[src/rtl/csr_target_arbiter.sv]
// csr_target_arbiter: round-robin arbiter that lets two CSR masters share one
// CSR target, one transaction at a time, with a watchdog that forces completion.
// Ports: clk, clk__enable (state qualifier), reset_n (sync, active low);
//   m0/m1_csr_request__* in, m0/m1_csr_response__* out (granted master only);
//   csr_request__* out and csr_response__* in (target side);
//   timeout_count out (saturating count of forced completions).
module csr_target_arbiter #(
  parameter int unsigned TIMEOUT_CYCLES  = 1023,
  parameter logic [31:0] ERROR_READ_DATA = 32'hdead_dead
) (
  input  logic        clk,
  input  logic        clk__enable,
  input  logic        reset_n,

  input  logic        m0_csr_request__valid,
  input  logic        m0_csr_request__read_not_write,
  input  logic [15:0] m0_csr_request__select,
  input  logic [15:0] m0_csr_request__address,
  input  logic [31:0] m0_csr_request__data,
  output logic        m0_csr_response__acknowledge,
  output logic        m0_csr_response__read_data_valid,
  output logic        m0_csr_response__read_data_error,
  output logic [31:0] m0_csr_response__read_data,

  input  logic        m1_csr_request__valid,
  input  logic        m1_csr_request__read_not_write,
  input  logic [15:0] m1_csr_request__select,
  input  logic [15:0] m1_csr_request__address,
  input  logic [31:0] m1_csr_request__data,
  output logic        m1_csr_response__acknowledge,
  output logic        m1_csr_response__read_data_valid,
  output logic        m1_csr_response__read_data_error,
  output logic [31:0] m1_csr_response__read_data,

  output logic        csr_request__valid,
  output logic        csr_request__read_not_write,
  output logic [15:0] csr_request__select,
  output logic [15:0] csr_request__address,
  output logic [31:0] csr_request__data,
  input  logic        csr_response__acknowledge,
  input  logic        csr_response__read_data_valid,
  input  logic        csr_response__read_data_error,
  input  logic [31:0] csr_response__read_data,

  output logic [7:0]  timeout_count
);

  localparam logic [2:0] ST_IDLE      = 3'd0;
  localparam logic [2:0] ST_FORWARD   = 3'd1;
  localparam logic [2:0] ST_WAIT_READ = 3'd2;
  localparam logic [2:0] ST_TIMEOUT   = 3'd3;
  localparam logic [2:0] ST_DRAIN     = 3'd4;

  localparam logic [9:0] TIMEOUT_LIMIT = 10'(TIMEOUT_CYCLES);

  logic [2:0] state_q, state_d;
  logic       grant_q, grant_d;
  logic       last_grant_q, last_grant_d;
  logic       is_read_q, is_read_d;
  logic [9:0] counter_q, counter_d;
  logic [7:0] timeout_count_q, timeout_count_d;

  logic       g_valid;
  logic       g_rnw;
  logic [15:0] g_select;
  logic [15:0] g_address;
  logic [31:0] g_data;

  logic       pick;
  logic [9:0] counter_inc;

  logic        rsp_ack;
  logic        rsp_rdv;
  logic        rsp_err;
  logic [31:0] rsp_data;

  // Request fields of the granted master (grant_q: 0 = m0, 1 = m1).
  always_comb begin
    g_valid   = grant_q ? m1_csr_request__valid
                        : m0_csr_request__valid;
    g_rnw     = grant_q ? m1_csr_request__read_not_write
                        : m0_csr_request__read_not_write;
    g_select  = grant_q ? m1_csr_request__select
                        : m0_csr_request__select;
    g_address = grant_q ? m1_csr_request__address
                        : m0_csr_request__address;
    g_data    = grant_q ? m1_csr_request__data
                        : m0_csr_request__data;
  end

  // On contention the master that did not win last time is chosen.
  assign pick = (m0_csr_request__valid & m1_csr_request__valid)
              ? ~last_grant_q
              : ~m0_csr_request__valid;

  assign counter_inc = counter_q + 10'd1;

  always_comb begin
    state_d         = state_q;
    grant_d         = grant_q;
    last_grant_d    = last_grant_q;
    is_read_d       = is_read_q;
    counter_d       = counter_q;
    timeout_count_d = timeout_count_q;
    unique case (state_q)
      ST_IDLE: begin
        if (m0_csr_request__valid | m1_csr_request__valid) begin
          grant_d      = pick;
          last_grant_d = pick;
          is_read_d    = pick ? m1_csr_request__read_not_write
                              : m0_csr_request__read_not_write;
          counter_d    = '0;
          state_d      = ST_FORWARD;
        end
      end
      ST_FORWARD: begin
        if (csr_response__acknowledge) begin
          if (!is_read_q || csr_response__read_data_valid) begin
            state_d = ST_DRAIN;
          end else begin
            counter_d = '0;
            state_d   = ST_WAIT_READ;
          end
        end else if (counter_inc == TIMEOUT_LIMIT) begin
          state_d = ST_TIMEOUT;
        end else begin
          counter_d = counter_inc;
        end
      end
      ST_WAIT_READ: begin
        if (csr_response__read_data_valid) begin
          state_d = ST_DRAIN;
        end else if (counter_inc == TIMEOUT_LIMIT) begin
          state_d = ST_TIMEOUT;
        end else begin
          counter_d = counter_inc;
        end
      end
      ST_TIMEOUT: begin
        if (timeout_count_q != 8'hff) begin
          timeout_count_d = timeout_count_q + 8'd1;
        end
        state_d = ST_DRAIN;
      end
      ST_DRAIN: begin
        // Leave only once the old acknowledge and request have both gone.
        if (!g_valid && !csr_response__acknowledge) begin
          state_d = ST_IDLE;
        end
      end
      default: state_d = ST_IDLE;
    endcase
  end

  always_comb begin
    csr_request__valid          = 1'b0;
    csr_request__read_not_write = 1'b0;
    csr_request__select         = '0;
    csr_request__address        = '0;
    csr_request__data           = '0;
    rsp_ack  = 1'b0;
    rsp_rdv  = 1'b0;
    rsp_err  = 1'b0;
    rsp_data = '0;
    unique case (state_q)
      ST_FORWARD: begin
        csr_request__valid          = g_valid;
        csr_request__read_not_write = g_rnw;
        csr_request__select         = g_select;
        csr_request__address        = g_address;
        csr_request__data           = g_data;
        rsp_ack  = csr_response__acknowledge;
        rsp_rdv  = csr_response__read_data_valid;
        rsp_err  = csr_response__read_data_error;
        rsp_data = csr_response__read_data;
      end
      ST_WAIT_READ: begin
        rsp_rdv  = csr_response__read_data_valid;
        rsp_err  = csr_response__read_data_error;
        rsp_data = csr_response__read_data;
      end
      ST_TIMEOUT: begin
        rsp_ack = 1'b1;
        if (is_read_q) begin
          rsp_rdv  = 1'b1;
          rsp_err  = 1'b1;
          rsp_data = ERROR_READ_DATA;
        end
      end
      default: ;
    endcase
  end

  assign m0_csr_response__acknowledge     = rsp_ack & ~grant_q;
  assign m0_csr_response__read_data_valid = rsp_rdv & ~grant_q;
  assign m0_csr_response__read_data_error = rsp_err & ~grant_q;
  assign m0_csr_response__read_data       = grant_q ? '0 : rsp_data;

  assign m1_csr_response__acknowledge     = rsp_ack & grant_q;
  assign m1_csr_response__read_data_valid = rsp_rdv & grant_q;
  assign m1_csr_response__read_data_error = rsp_err & grant_q;
  assign m1_csr_response__read_data       = grant_q ? rsp_data : '0;

  assign timeout_count = timeout_count_q;

  always_ff @(posedge clk) begin
    if (!reset_n) begin
      state_q         <= ST_IDLE;
      grant_q         <= 1'b0;
      last_grant_q    <= 1'b1;
      is_read_q       <= 1'b0;
      counter_q       <= '0;
      timeout_count_q <= '0;
    end else if (clk__enable) begin
      state_q         <= state_d;
      grant_q         <= grant_d;
      last_grant_q    <= last_grant_d;
      is_read_q       <= is_read_d;
      counter_q       <= counter_d;
      timeout_count_q <= timeout_count_d;
    end
  end

endmodule

[config.mk]
export PLATFORM = sky130hd
export DESIGN_NAME = csr_target_arbiter
export DESIGN_NICKNAME = d
export VERILOG_FILES = /design/src/rtl/csr_target_arbiter.sv
export SDC_FILE = /design/constraint.sdc
export NUM_CORES = 1
export LEC_CHECK = 0
export BUFFER_PORTS_ARGS = -buffer_cell sky130_fd_sc_hd__buf_2
export CORE_AREA = 2 2 123 125
export CTS_BUF_LIST = sky130_fd_sc_hd__clkbuf_8
export CTS_CLUSTER_DIAMETER = 60
export CTS_CLUSTER_SIZE = 14
export DETAILED_ROUTE_END_ITERATION = 16
export DIE_AREA = 0 0 125 127
export PLACE_DENSITY_LB_ADDON = 0.05
export SETUP_SLACK_MARGIN = 0.2
export SYNTH_ARGS = -nofsm -noshare
export SYNTH_HDL_FRONTEND = slang
export SYNTH_SLANG_ARGS = --single-unit
[constraint.sdc]
create_clock -name clk -period 5.01 [get_ports clk]
set_input_delay 1.002 -clock clk [delete_from_list [all_inputs] [get_ports clk]]
set_output_delay 1.002 -clock clk [all_outputs]
set_load 0.03 [all_outputs]
After elaboration in Yosys (flattened, before gate mapping)

Index checks and enable logic that the tools add are counted.

Memories: 0
Latch bits: 0
Memory bits (read-only): 0
Output and inout bits: 144
Register bits: 24
RAM bits: 0
Logic and storage cells: 74

Multipliers: 0
Add/sub/neg operators: 2
Reductions and logical operators: 12
Mux-type cells: 33
Order comparisons: 0
Bitwise logic cells: 11
Divide/modulo/power cells: 0
Shift-type cells: 0
Eq/ne operators: 10

Operators with widths:

| cell                    | number |
|---|---|
| $mux W32                | 5 |
| $mux W16                | 4 |
| $pmux W32 S2            | 1 |
| $mux W10                | 5 |
| $pmux W10 S3            | 1 |
| $mux W3                 | 6 |
| $pmux W3 S5             | 1 |
| $add A10 B1 Y10 const B | 1 |
| $eq A10 B10 Y1 const B  | 1 |
| $reduce_and A3 Y1       | 3 |
| $add A8 B1 Y8 const B   | 1 |
| $ne A8 B8 Y1 const B    | 1 |
| $and A1 B1 Y1           | 7 |
| $mux W1                 | 7 |
| $eq A3 B2 Y1 const B    | 2 |
| $ne A2 B2 Y1 const B    | 3 |
| $pmux W1 S2             | 3 |
| $reduce_and A5 Y1       | 1 |
| $eq A3 B1 Y1 const B    | 1 |
| $eq A3 B3 Y1 const B    | 1 |
| $logic_not A1 Y1        | 3 |
| $logic_not A3 Y1        | 1 |
| $ne A3 B3 Y1 const B    | 1 |
| $not A1 Y1              | 3 |
| other kinds (5)         | 5 |

Longest topological paths before layout

Depth in word-level cells: 5
Depth in mapped cells: 7
Depth with buffers taken out: 6

Worst setup path after synthesis

Ideal clock, no wire load.

Path type: flip-flop to output port
Start point: register state_q[2]
End point: output port m0_csr_response__read_data[16]
Data arrival time: 1.787 ns
Required time: 4.008 ns
Stages on the path, launching flop included: 8
Setup slack: 2.221 ns
Cell sequence: dfxtp_1 > buf_2 > nor2b_1 > and3_1 > clkbuf_1 > clkbuf_1 > a21oi_1 > nor2_1

Longest elaborated chain between the ends: 4

Ends and longest elaborated chain:

| item                                                | RTL line | RTL |
|---|---|---|
| start: declaration                                  | 56       | `logic [2:0] state_q, state_d;` |
| start signal: assignment                            | 215      | `state_q <= state_d;` |
| $eq A3 B2 Y1 / $eq A3 B1 Y1 (equally long branches) | 165      | `unique case (state_q)` |
| $reduce_or A2 Y1 (no line)                          | -        |  |
| $pmux W32 S2 *                                      | 165      |  |
| $mux W32 *                                          | 197      | `assign m0_csr_response__read_data = grant_q ? '0 : rsp_data;` |
| end: declaration                                    | 23       | `output logic [31:0] m0_csr_response__read_data,` |

Every way passes the cells marked *; elsewhere a longest branch is shown, timed or not.

Worst setup path after layout

Start point: register state_q[0]
End point: output port m1_csr_response__read_data[26]

Longest elaborated chain between the ends: 4

Ends and longest elaborated chain:

| item                                                | RTL line | RTL |
|---|---|---|
| $eq A3 B2 Y1 / $eq A3 B1 Y1 (equally long branches) | 165      |  |
| $reduce_or A2 Y1 (no line)                          | -        |  |
| $pmux W32 S2 *                                      | 165      |  |
| $mux W32 *                                          | 202      | `assign m1_csr_response__read_data = grant_q ? rsp_data : '0;` |
| end: declaration                                    | 33       | `output logic [31:0] m1_csr_response__read_data,` |

Marks and branches as above.

==> results.cfg <==
[logic_synthesis]
syn_area_um2 = 2920
yosysWarningCount = 0
synth_area_per_cell_um2 = 6.75
ys_seq_elements = 24
ys_types = 48
yosysMostFrequentCell = nor2_1
synth_top_area_cell = mux2i_1
synth_edf_count = 0
synth.top_cells.by_area = mux2i_1, nor2_1, dfxtp_1
syn_inst = 433
ys_seq_area_share_pct = 16.4
ys.flop_type = dfxtp_1
syn-num-nets = 606
synth_top_area_share_pct = 25.0
synthArstFlopShare_pct = 0
synth_commonest_cells = nor2_1, mux2i_1, a21oi_1, dfxtp_1

[cts]
clkTransAtPathRegs_ns = 0.10
clk-insertion-delay-late_ns = 0.27
clock_sinks = 24
tritoncts = done
cts_buffer_depth = 2
post_cts_buffers = 0
htree_levels = 1
cts_buffers = 3
cts_root_buffer = clkbuf_8
postCtsResizedCells = 0
postCtsHoldBufs = 0

[layout]
nets = 893
fin_util_pct = 32.4
area_growth_pct = 60.1
layout-drive-gt1-share_pct = 46.2
fillers = 1634

[setup_path]
startpoint = state_q[0]
path_buf_inv = 1
cp.required_ns = 4.01
r2r_start = counter_q[0]
critPathLaunchType = flip-flop
critPathKind = flip-flop to output pin
end_kind = output pin
slowest_delay_ns = 0.78
crit_family = simple AND/OR/NAND/NOR gates
crit_slowest_cell = and3_1
arrival_ns = 2.54
critical_path.cell_chain = nor2b_1, and3_1, a21oi_1, nor2_1, buf_2
path_max_fanout = 24

[floorplan]
fp.dieH_um = 127
core_um2 = 14400
start_util_pct = 20.3
io_pins = 314
rows = 44
die-width_um = 125
dieArea_um2 = 15900

[run_status]
status = finished clean

[drt]
viasPerCell = 4.51
drc = 0
ant_nets = 0
wl_mm = 15.0
first_iter_violations = 207
vias = 4077
routedWlPerCell_um = 16.6
drt_first_pass_iters = 4

[power]
clkPwrFrac_pct = 20.0
p_switching_mw = 0.410
irDropWorstVdd_mv = 0.0661
pwr-share-seq_pct = 23.3
p_leak_nw = 2.54
powerDensity_nw_per_um2 = 189
internal_power_mw = 0.476
swShare_pct = 46.3
combPwrFrac_pct = 56.7
total_power_mw = 0.886

[timing]
slew_headroom_pct = 32.0
tns_ns = 0
fin_crit_sh_pct = 70.7
rsz0062_at_grt = false
period_needed_ns = 3.54
setup_violations = 0
slew_viol_final = 0
worst_pin_slew_ns = 1.02
finalHoldViolCount = 0
fmax_mhz = 282
whs_ns = 0.522
fin_skew_ns = 0.00453

[global_routing]
antenna_found_initial = 1
grt_max_degree = 59
grt_pass1_wl_mm = 22.5
overflow = 0
track_usage_pct = 17.6
grt_pass1_vias = 3993

[place]
portBuffers = 313
dp_hpwl_mm = 12.4
place_congestion = 0.907

[min_path]
min_from = last_grant_q
hold_path.class = flip-flop to flip-flop

[flow_run]
maxCapViolCount = 0
## cell families (layout without fill, tap and decap cells)
kind of cell / count (synthesis) / in the layout / share of synthesized area (%)
AO/OA/AOI/OAI: 69 / 69 / 14.1
buffers and inverters: 42 / 328 / 6.16
multiplexers: 73 / 73 / 25.0
AND/OR/NAND/NOR: 213 / 213 / 34.1
XOR/XNOR: 9 / 9 / 2.95
adder cells (fa/ha/maj): 3 / 3 / 1.28
flip-flops: 24 / 24 / 16.4
other: 0 / 1 / 0
## cell usage in the layout (no fill, tap or decap), drive strengths merged, types with 2 or more instances in the layout
master,instances
nor3,5
clkbuf,3
and4b,2
mux2i,73
nand4,4
buf,317
dfxtp,24
a211oi,2
inv,7
ha,3
o311ai,2
and3b,2
o31ai,3
o21ai,16
nor2b,5
nand3,12
or3,5
nand2b,6
a31oi,4
nor2,131
or4,2
and3,23
xor2,2
xnor2,7
nand2,10
a21oi,36
## worst paths after layout
| check | end | slack [ns] | depth (start not counted) |
|---|---|---|---|
| worst max-delay path | m1_csr_response__read_data[26] | 1.47 | 5 |
| worst min-delay path | last_grant_q | 0.52 | 2 |
| worst max register to register | counter_q[6] | 2.70 | 6 |
| worst min register to register | last_grant_q | 0.52 | 2 |
## worst register-to-register path, stage by stage (launching register included)
cell and delay [ns]:
dfxtp_1 0.52, ha_1 0.34, nand3_1 0.19, xor2_1 0.20, a211oi_2 0.37, a31oi_1 0.26
o221a_2 0.33
## layout make-up
type	instances	area (um^2)	area share, %
flip-flops and latches	24	484	10.4
repair buffers	317	1600	34.1
multi-input cells	367	2270	48.5
inverters	7	26.3	0.562
diodes	1	2.50	0.0535
clock inverters	1	30.0	0.642
well taps	184	230	4.92
clock buffers	3	41.3	0.883
## flip-flops by register name (all words and copies together) (netlist names)
name / cells
counter_q: 10
grant_q: 1
is_read_q: 1
last_grant_q: 1
state_q: 3
timeout_count: 8
## power groups by stage
stage               logic [mW]  registers [mW]  clock network [mW]
floorplan                0.337           0.205                   0
CTS                      0.508           0.207               0.186
finish                   0.502           0.207               0.177
detailed placement       0.507           0.211                   0
global placement         0.504           0.211                   0
global route             0.545           0.208               0.192
## per-layer routing
| metal | up-vias | track usage (%) | part of all wire [%] |
|---|---|---|---|
| li1 | 2078 | - | - |
| met1 | 1817 | 20.9 | 41 |
| met2 | 174 | 32.4 | 51 |
| met3 | 8 | 4.52 | 7.0 |
| met4 | 0 | 3.14 | 1.1 |
| met5 | - | 0 | 0 |
## stage by stage
step | cell area [um^2] | worst slack [ns] | cells
global placement | 4600 | 1.87 | 899
detailed placement | 4600 | 1.83 | 899
global route | 4680 | 1.19 | 903
CTS | 4680 | 1.48 | 903
floorplan | 2920 | 2.22 | 433
finish | 4680 | 1.47 | 904
Note: power is estimated with default switching activity, not from simulation.
